### config.mk
export PLATFORM = sky130hd
export DESIGN_NAME = if_fetch_unit
export DESIGN_NICKNAME = d
export VERILOG_FILES = /design/src/rtl/if_fetch_unit.sv
export SDC_FILE = /design/constraint.sdc
export NUM_CORES = 1
export LEC_CHECK = 0
export ABC_AREA = 1
export BUFFER_PORTS_ARGS = -buffer_cell sky130_fd_sc_hd__buf_2
export CAP_MARGIN = 20
export CORE_AREA = 5 5 197 123
export DETAILED_ROUTE_END_ITERATION = 12
export DIE_AREA = 0 0 202 128
export PLACE_DENSITY_LB_ADDON = 0.05
export RECOVER_POWER = 50
export SYNTH_ARGS = -nofsm -noshare
export SYNTH_HDL_FRONTEND = slang
export SYNTH_SLANG_ARGS = --single-unit
### constraint.sdc
create_clock -name clk -period 10.81 [get_ports clk]
set_clock_uncertainty 0.1 [all_clocks]
set_input_delay 2.162 -clock clk [delete_from_list [all_inputs] [get_ports clk]]
set_output_delay 2.162 -clock clk [all_outputs]
set_load 0.02 [all_outputs]
### src/rtl/if_fetch_unit.sv
// Instruction-fetch stage: owns the PC, issues one outstanding imem request at a time,
// and presents {pc, pc+4, instr} to IF/ID through an output slot backed by a one-entry skid.
module if_fetch_unit #(
  parameter logic [31:0] RESET_PC  = 32'h0000_0000,
  parameter logic [31:0] NOP_INSTR = 32'h0000_0013
) (
  input  logic        clk,
  input  logic        rst,
  input  logic        stall_i,
  input  logic        redirect_i,
  input  logic [31:0] redirect_pc_i,
  output logic        imem_req_o,
  output logic [31:0] imem_addr_o,
  input  logic        imem_gnt_i,
  input  logic        imem_rvalid_i,
  input  logic [31:0] imem_rdata_i,
  output logic        if_valid_o,
  output logic [31:0] if_pc_o,
  output logic [31:0] if_pc4_o,
  output logic [31:0] if_instr_o,
  output logic        if_flush_o,
  output logic [2:0]  dbg_state_o
);

  localparam logic [2:0] IDLE = 3'd0;
  localparam logic [2:0] REQ  = 3'd1;
  localparam logic [2:0] WAIT = 3'd2;
  localparam logic [2:0] HOLD = 3'd3;
  localparam logic [2:0] DROP = 3'd4;

  logic [2:0]  state_q, state_d;
  logic [31:0] pc_q, pc_d;
  logic [31:0] fpc_q, fpc_d;
  logic        out_valid_q, out_valid_d;
  logic [31:0] out_pc_q, out_pc_d;
  logic [31:0] out_pc4_q, out_pc4_d;
  logic [31:0] out_instr_q, out_instr_d;
  logic        skid_valid_q, skid_valid_d;
  logic [31:0] skid_pc_q, skid_pc_d;
  logic [31:0] skid_pc4_q, skid_pc4_d;
  logic [31:0] skid_instr_q, skid_instr_d;
  logic        accept;

  // Handshake: a request is accepted on a cycle with imem_req_o & imem_gnt_i; its single
  // response arrives later as one imem_rvalid_i pulse. The out slot is consumed on accept.
  assign accept = out_valid_q & ~stall_i & ~redirect_i;

  always_comb begin
    state_d      = state_q;
    pc_d         = pc_q;
    fpc_d        = fpc_q;
    out_valid_d  = out_valid_q;
    out_pc_d     = out_pc_q;
    out_pc4_d    = out_pc4_q;
    out_instr_d  = out_instr_q;
    skid_valid_d = skid_valid_q;
    skid_pc_d    = skid_pc_q;
    skid_pc4_d   = skid_pc4_q;
    skid_instr_d = skid_instr_q;

    if (accept) out_valid_d = 1'b0;

    unique case (state_q)
      IDLE: state_d = REQ;
      REQ: begin
        if (imem_gnt_i) begin
          pc_d    = pc_q + 32'd4;
          fpc_d   = pc_q;
          state_d = WAIT;
        end
      end
      WAIT: begin
        if (imem_rvalid_i) begin
          if (!out_valid_q || accept) begin
            out_valid_d = 1'b1;
            out_pc_d    = fpc_q;
            out_pc4_d   = fpc_q + 32'd4;
            out_instr_d = imem_rdata_i;
            state_d     = REQ;
          end else begin
            skid_valid_d = 1'b1;
            skid_pc_d    = fpc_q;
            skid_pc4_d   = fpc_q + 32'd4;
            skid_instr_d = imem_rdata_i;
            state_d      = HOLD;
          end
        end
      end
      HOLD: begin
        if (accept) begin
          out_valid_d  = 1'b1;
          out_pc_d     = skid_pc_q;
          out_pc4_d    = skid_pc4_q;
          out_instr_d  = skid_instr_q;
          skid_valid_d = 1'b0;
          state_d      = REQ;
        end
      end
      DROP: if (imem_rvalid_i) state_d = REQ;
      default: state_d = IDLE;
    endcase

    // Redirect overrides everything above; a response still in flight must be swallowed in DROP.
    if (redirect_i) begin
      pc_d         = redirect_pc_i & ~32'd3;
      out_valid_d  = 1'b0;
      skid_valid_d = 1'b0;
      unique case (state_q)
        REQ:     state_d = imem_gnt_i ? DROP : REQ;
        WAIT:    state_d = imem_rvalid_i ? REQ : DROP;
        DROP:    state_d = imem_rvalid_i ? REQ : DROP;
        default: state_d = REQ;
      endcase
    end
  end

  always_ff @(posedge clk or posedge rst) begin
    if (rst) begin
      state_q      <= IDLE;
      pc_q         <= RESET_PC;
      fpc_q        <= RESET_PC;
      out_valid_q  <= 1'b0;
      out_pc_q     <= 32'd0;
      out_pc4_q    <= 32'd0;
      out_instr_q  <= NOP_INSTR;
      skid_valid_q <= 1'b0;
      skid_pc_q    <= 32'd0;
      skid_pc4_q   <= 32'd0;
      skid_instr_q <= NOP_INSTR;
    end else begin
      state_q      <= state_d;
      pc_q         <= pc_d;
      fpc_q        <= fpc_d;
      out_valid_q  <= out_valid_d;
      out_pc_q     <= out_pc_d;
      out_pc4_q    <= out_pc4_d;
      out_instr_q  <= out_instr_d;
      skid_valid_q <= skid_valid_d;
      skid_pc_q    <= skid_pc_d;
      skid_pc4_q   <= skid_pc4_d;
      skid_instr_q <= skid_instr_d;
    end
  end

  assign imem_req_o  = (state_q == REQ);
  assign imem_addr_o = pc_q;
  assign if_valid_o  = out_valid_q;
  assign if_pc_o     = out_pc_q;
  assign if_pc4_o    = out_pc4_q;
  assign if_instr_o  = out_valid_q ? out_instr_q : NOP_INSTR;
  assign if_flush_o  = redirect_i;
  assign dbg_state_o = state_q;

endmodule

=== Word-level counts from Yosys, hierarchy flattened ===
Index checks and enable logic that the tools add are counted.

* Reduce and logical (&&, ||, !) cells: 12
* Mux-type cells: 32
* Bitwise operators: 5
* Equality and inequality tests: 11
* $add $sub $neg: 2

{| class="wikitable"
|+ Operators with widths
! kind !! number
|-
| 32-bit two-way mux || 13
|-
| 32-bit case mux with 2 select lines || 3
|-
| 32-bit by 3-bit adder with 32-bit output (second input constant) || 2
|-
| 3-bit two-way mux || 7
|-
| 3-bit case mux with 5 select lines || 1
|-
| 3-bit != test (second input constant) || 3
|-
| 4-bit AND reduction || 2
|-
| 3-bit by 2-bit equality test with 1-bit output (second input constant) || 2
|-
| 2-bit != test (second input constant) || 3
|-
| 3-bit case mux with 2 select lines || 1
|-
| 2-bit nonzero test || 3
|-
| 1-bit two-way mux || 5
|-
| 2-bit AND reduction || 2
|-
| 3-bit by 1-bit equality test with 1-bit output (second input constant) || 1
|-
| 3-bit equality test (second input constant) || 1
|-
| 3-bit zero test || 1
|-
| 3-bit by 2-bit != test with 1-bit output (second input constant) || 1
|-
| 1-bit NOT || 3
|-
| 3-bit AND reduction || 1
|-
| 1-bit bitwise AND || 2
|-
| 2-bit two-way mux || 1
|-
| 1-bit case mux with 2 select lines || 1
|-
| 2-bit OR reduction || 1
|-
| 1-bit zero test || 1
|-
| 1-bit logical OR || 1
|}

* Bits in registers: 260
* Output and inout bits: 134
* Word-level logic and storage cells: 72
* Input bits: 70

=== Logic depth before layout (Yosys ltp) ===
* Depth after elaboration: 8
* Mapped depth: 10

=== Worst setup path after synthesis ===
Ideal clock, no wire load.

* Path type: input to output
* Start: input redirect_i
* End: output if_flush_o
* Data required time: 8.548 ns
* Stages on the path: 1
* Path slack: 6.252 ns
* Data arrival time: 2.296 ns
* Cells stage by stage: buf_4

{| class="wikitable"
|+ RTL lines
! item !! RTL line !! RTL
|-
| start, declared || 10 || <nowiki>input logic redirect_i,</nowiki>
|-
| end, declared || 21 || <nowiki>output logic if_flush_o,</nowiki>
|}

No word-level cell between the ends.

=== Final worst setup path ===
* Start: input redirect_i
* End: output if_flush_o

No word-level cell between the ends.

==> reports/qor.csv <==
stage,metric,value,unit
timing,Worst Slack Setup Final,4859,ps
setup_path,R2R depth,7,
cells_and_area,fin area,14120,sq um
die,core area,22440,sq um
routing,DRT iter0 DRCs,1089,
routing,Avg WL per Cell,16.20,um
global_routing,overall routing resource usage,0.2634,
synthesis,Mapped Cells,1656,
synthesis,ys flop type,dfrtp_1,
setup_path,Crit. End Element,primary output,
synthesis,Syn Std Cell Area,12380,sq um
routing,DRC viols,0,
clocking,CTS buffer count,24,
die,Starting Density,0.5518,
power,maximum vdd ir drop,0.0001514,V
clocking,Hold Buf Count CTS,0,
setup_path,Worst path max stage delay,1160,ps
timing,Final setup viols,0,
power,Clk pwr share,0.250,
synthesis,Synth warnings,0,
setup_path,crit path launch type,input pin,
synthesis,Syn Area/Cell,7.475,sq um
timing,Rel. slew slack,-2.248,
synthesis,most frequent cell after synthesis,nand2_1,
global_routing,largest net degree at the start of global routing,108,
placed_design,Worst Setup Slack post-DPL,5571,ps
worst_hold_path,HP Class,flip-flop to flip-flop,
synthesis,"EDFF count, synth",0,
timing,fin crit period,5951,ps
power,PwrDens,247.4,nW/um^2
worst_hold_path,Hold Path Stages,2,
cells_and_area,# diodes,0,
cells_and_area,fin util,0.6294,
setup_path,Critical Path Start,redirect_i,
cells_and_area,Area Growth Syn to Fin,14.06,%
clocking,CTS tree,done,
worst_hold_path,min-delay src,if_pc_o[2],
global_routing,initial antenna violation count,0,
synthesis,"area leader, netlist",dfrtp_1,
die,num ports,204,
setup_path,Reg2Reg Setup Slack,5240,ps
setup_path,CP max stage cell,clkbuf_1,
synthesis,sequential area share after synthesis,0.5019,
clocking,CTS Buffer Depth,3,
synthesis,Post-synth ARST share,1.000,
cells_and_area,area of the multi-input gates,5102,sq um
placed_design,RePlAce Congestion,0.9177,
power,Switching Share,0.3982,
routing,ANT nets after route,0,
setup_path,reg-to-reg startpoint,dbg_state_o[0],
die,total die area,25860,sq um
setup_path,worst endpoint required time,8550,ps
setup_path,worst-path maximum fanout,33,
run,Max Cap Viol,4,
clocking,Clock Sink Count,248,
clocking,clk slew on worst S/H paths,60,ps
power,Reg power frac,0.432,
synthesis,Area contributors post-synth,"dfrtp_1 49%, nand2_1 20%, o21ai_0 5.7%, inv_1 5.2%, o211ai_1 4.0%",
synthesis,Synth top cells by count,"654 x nand2_1, 242 x dfrtp_1, 171 x inv_1",
clocking,"Clk Latency, worst-skew pair",520,ps
timing,Tightest Pin Transition,4845,ps
placed_design,placed wire-length estimate,23640,um
global_routing,first-pass GRT wire length,55680,um
routing,Vias/cell,5.327,
outcome,failing checks,"capacitance limit, slew limit",
clocking,postcts setup bufs,0,
setup_path,Worst path top cell family by delay,buffers and inverters,
global_routing,number of global-route vias before repair,10430,
routing,drt total wl,34290,um
die,Die X,202,um
outcome,status,"complete, but fails checks",
setup_path,critical path arrival,3690,ps
clocking,CTS H-tree depth,1,
clocking,post-cts gate resize count,0,
timing,Final Hold Violating Endpoints,0,
power,Sw Pwr,1391,uW
cells_and_area,# nets final,1880,
power,leakage power,0.007540,uW
power,Power Internal,2103,uW
routing,drt first pass iters,5,
routing,vias post-DR,11270,
setup_path,CP Cell Sequence,clkbuf_1 > buf_2,
clocking,CTS root buf,clkbuf_16,
global_routing,"Remaining Overflow, GRT",0,
placed_design,Placed Area,13410,sq um
timing,setup TNS,0,ps
cells_and_area,Layout fillers,2112,
placed_design,I/O Buffers,195,
cells_and_area,fraction of layout cells with a size suffix above 1,0.08991,
synthesis,"FF+latch count, synth",248,
setup_path,R2R Path End,if_pc4_o[2],
timing,crit share post-route,0.5505,
timing,fmax,168.0,MHz
cells_and_area,sequential cell area,6213,sq um
setup_path,"Buf+Inv Stages, Crit Path",2,
timing,unrepaired setup endpoints after global routing,no,
setup_path,Crit Path Class,input pin to primary output,
power,Gate power share,0.318,
die,Vert. Die Dim,128,um
synthesis,number of library cell types mapped by synthesis,36,
worst_hold_path,worst min-delay path endpoint,if_pc_o[2],
die,row cnt,43,
timing,fin. max-slew vios,301,
synthesis,Synth top area share,0.4892,
cell usage in the layout, fill, tap and decap left out, drive strengths merged, types with 5 or more instances in the layout:
master	synthesis	final
nand3	82	82
nor2	128	128
clkbuf	37	135
nor3	6	6
buf	48	110
a31oi	13	13
nand2	655	655
o21bai	5	5
conb	1	6
dfrtp	242	242
o21ai	143	143
dfstp	6	6
xor2	13	13
inv	173	172
o211ai	66	66
a21oi	23	23
metal layers:
metal,wire length [um],vias to the layer above,part of all wire,global-route usage
met3,2582,41,0.075,0.05082
li1,-,5504,-,-
met2,14400,377,0.42,0.3754
met4,575,0,0.017,0.04618
met5,0,-,0,0
met1,16730,5350,0.49,0.4222
state kept, by name, indices dropped and copies added, names as in the netlist:
| signal | count |
|---|---|
| if_pc_o | 30 |
| out_instr_q | 32 |
| imem_addr_o | 30 |
| if_valid_o | 1 |
| skid_pc_q | 30 |
| skid_instr_q | 32 |
| fpc_q | 30 |
| dbg_state_o | 3 |
| skid_pc4_q | 30 |
| if_pc4_o | 30 |
through the flow:
step / cells / total power [uW] / hold WS, ps
final: 2116 / 3494 / 370.9
after CTS: 2115 / 3522 / 373.3
after global placement: 2073 / 2601 / 357.9
after floorplan: 1661 / 2243 / 349.0
after global routing: 2116 / 3737 / 397.0
after detailed placement: 2073 / 2635 / 357.4
power groups by stage:
stage / Clock (uW) / Combinational (uW) / Sequential, uW
after floorplan: 0 / 664 / 1580
after global placement: 0 / 1100 / 1500
after detailed placement: 0 / 1130 / 1510
after CTS: 891 / 1140 / 1490
after global routing: 927 / 1260 / 1550
final: 874 / 1110 / 1510
kinds of logic after synthesis:
logic type | count (synthesis) | synth area share
AO/OA/AOI/OAI | 254 | 0.1193
XOR/XNOR | 14 | 0.009905
adder cells (fa/ha/maj) | 2 | 0.002021
buffers and inverters | 259 | 0.08743
flip-flops | 248 | 0.5019
other | 1 | 0.0003029
AND/OR/NAND/NOR | 878 | 0.2792
area by class of cell:
cell class / instances / share of cell area
clock buffers: 39 / 0.05583
clock inverters: 3 / 0.002836
inverters: 174 / 0.04670
multi-input cells: 1154 / 0.3614
flip-flops and latches: 248 / 0.4401
well taps: 292 / 0.02588
repair buffers: 206 / 0.06735
how the worst max path moves through the flow:
stage / end / slack [ps] / cells past startpoint
global route: skid_pc_q[6] / 4360 / 3
floorplan: dbg_state_o[0] / 1740 / 1
global placement: if_flush_o / 5590 / 2
CTS: if_flush_o / 5570 / 2
detailed placement: if_flush_o / 5570 / 2
finish: if_flush_o / 4860 / 2
No activity file was read; power rests on OpenSTA's default activity.
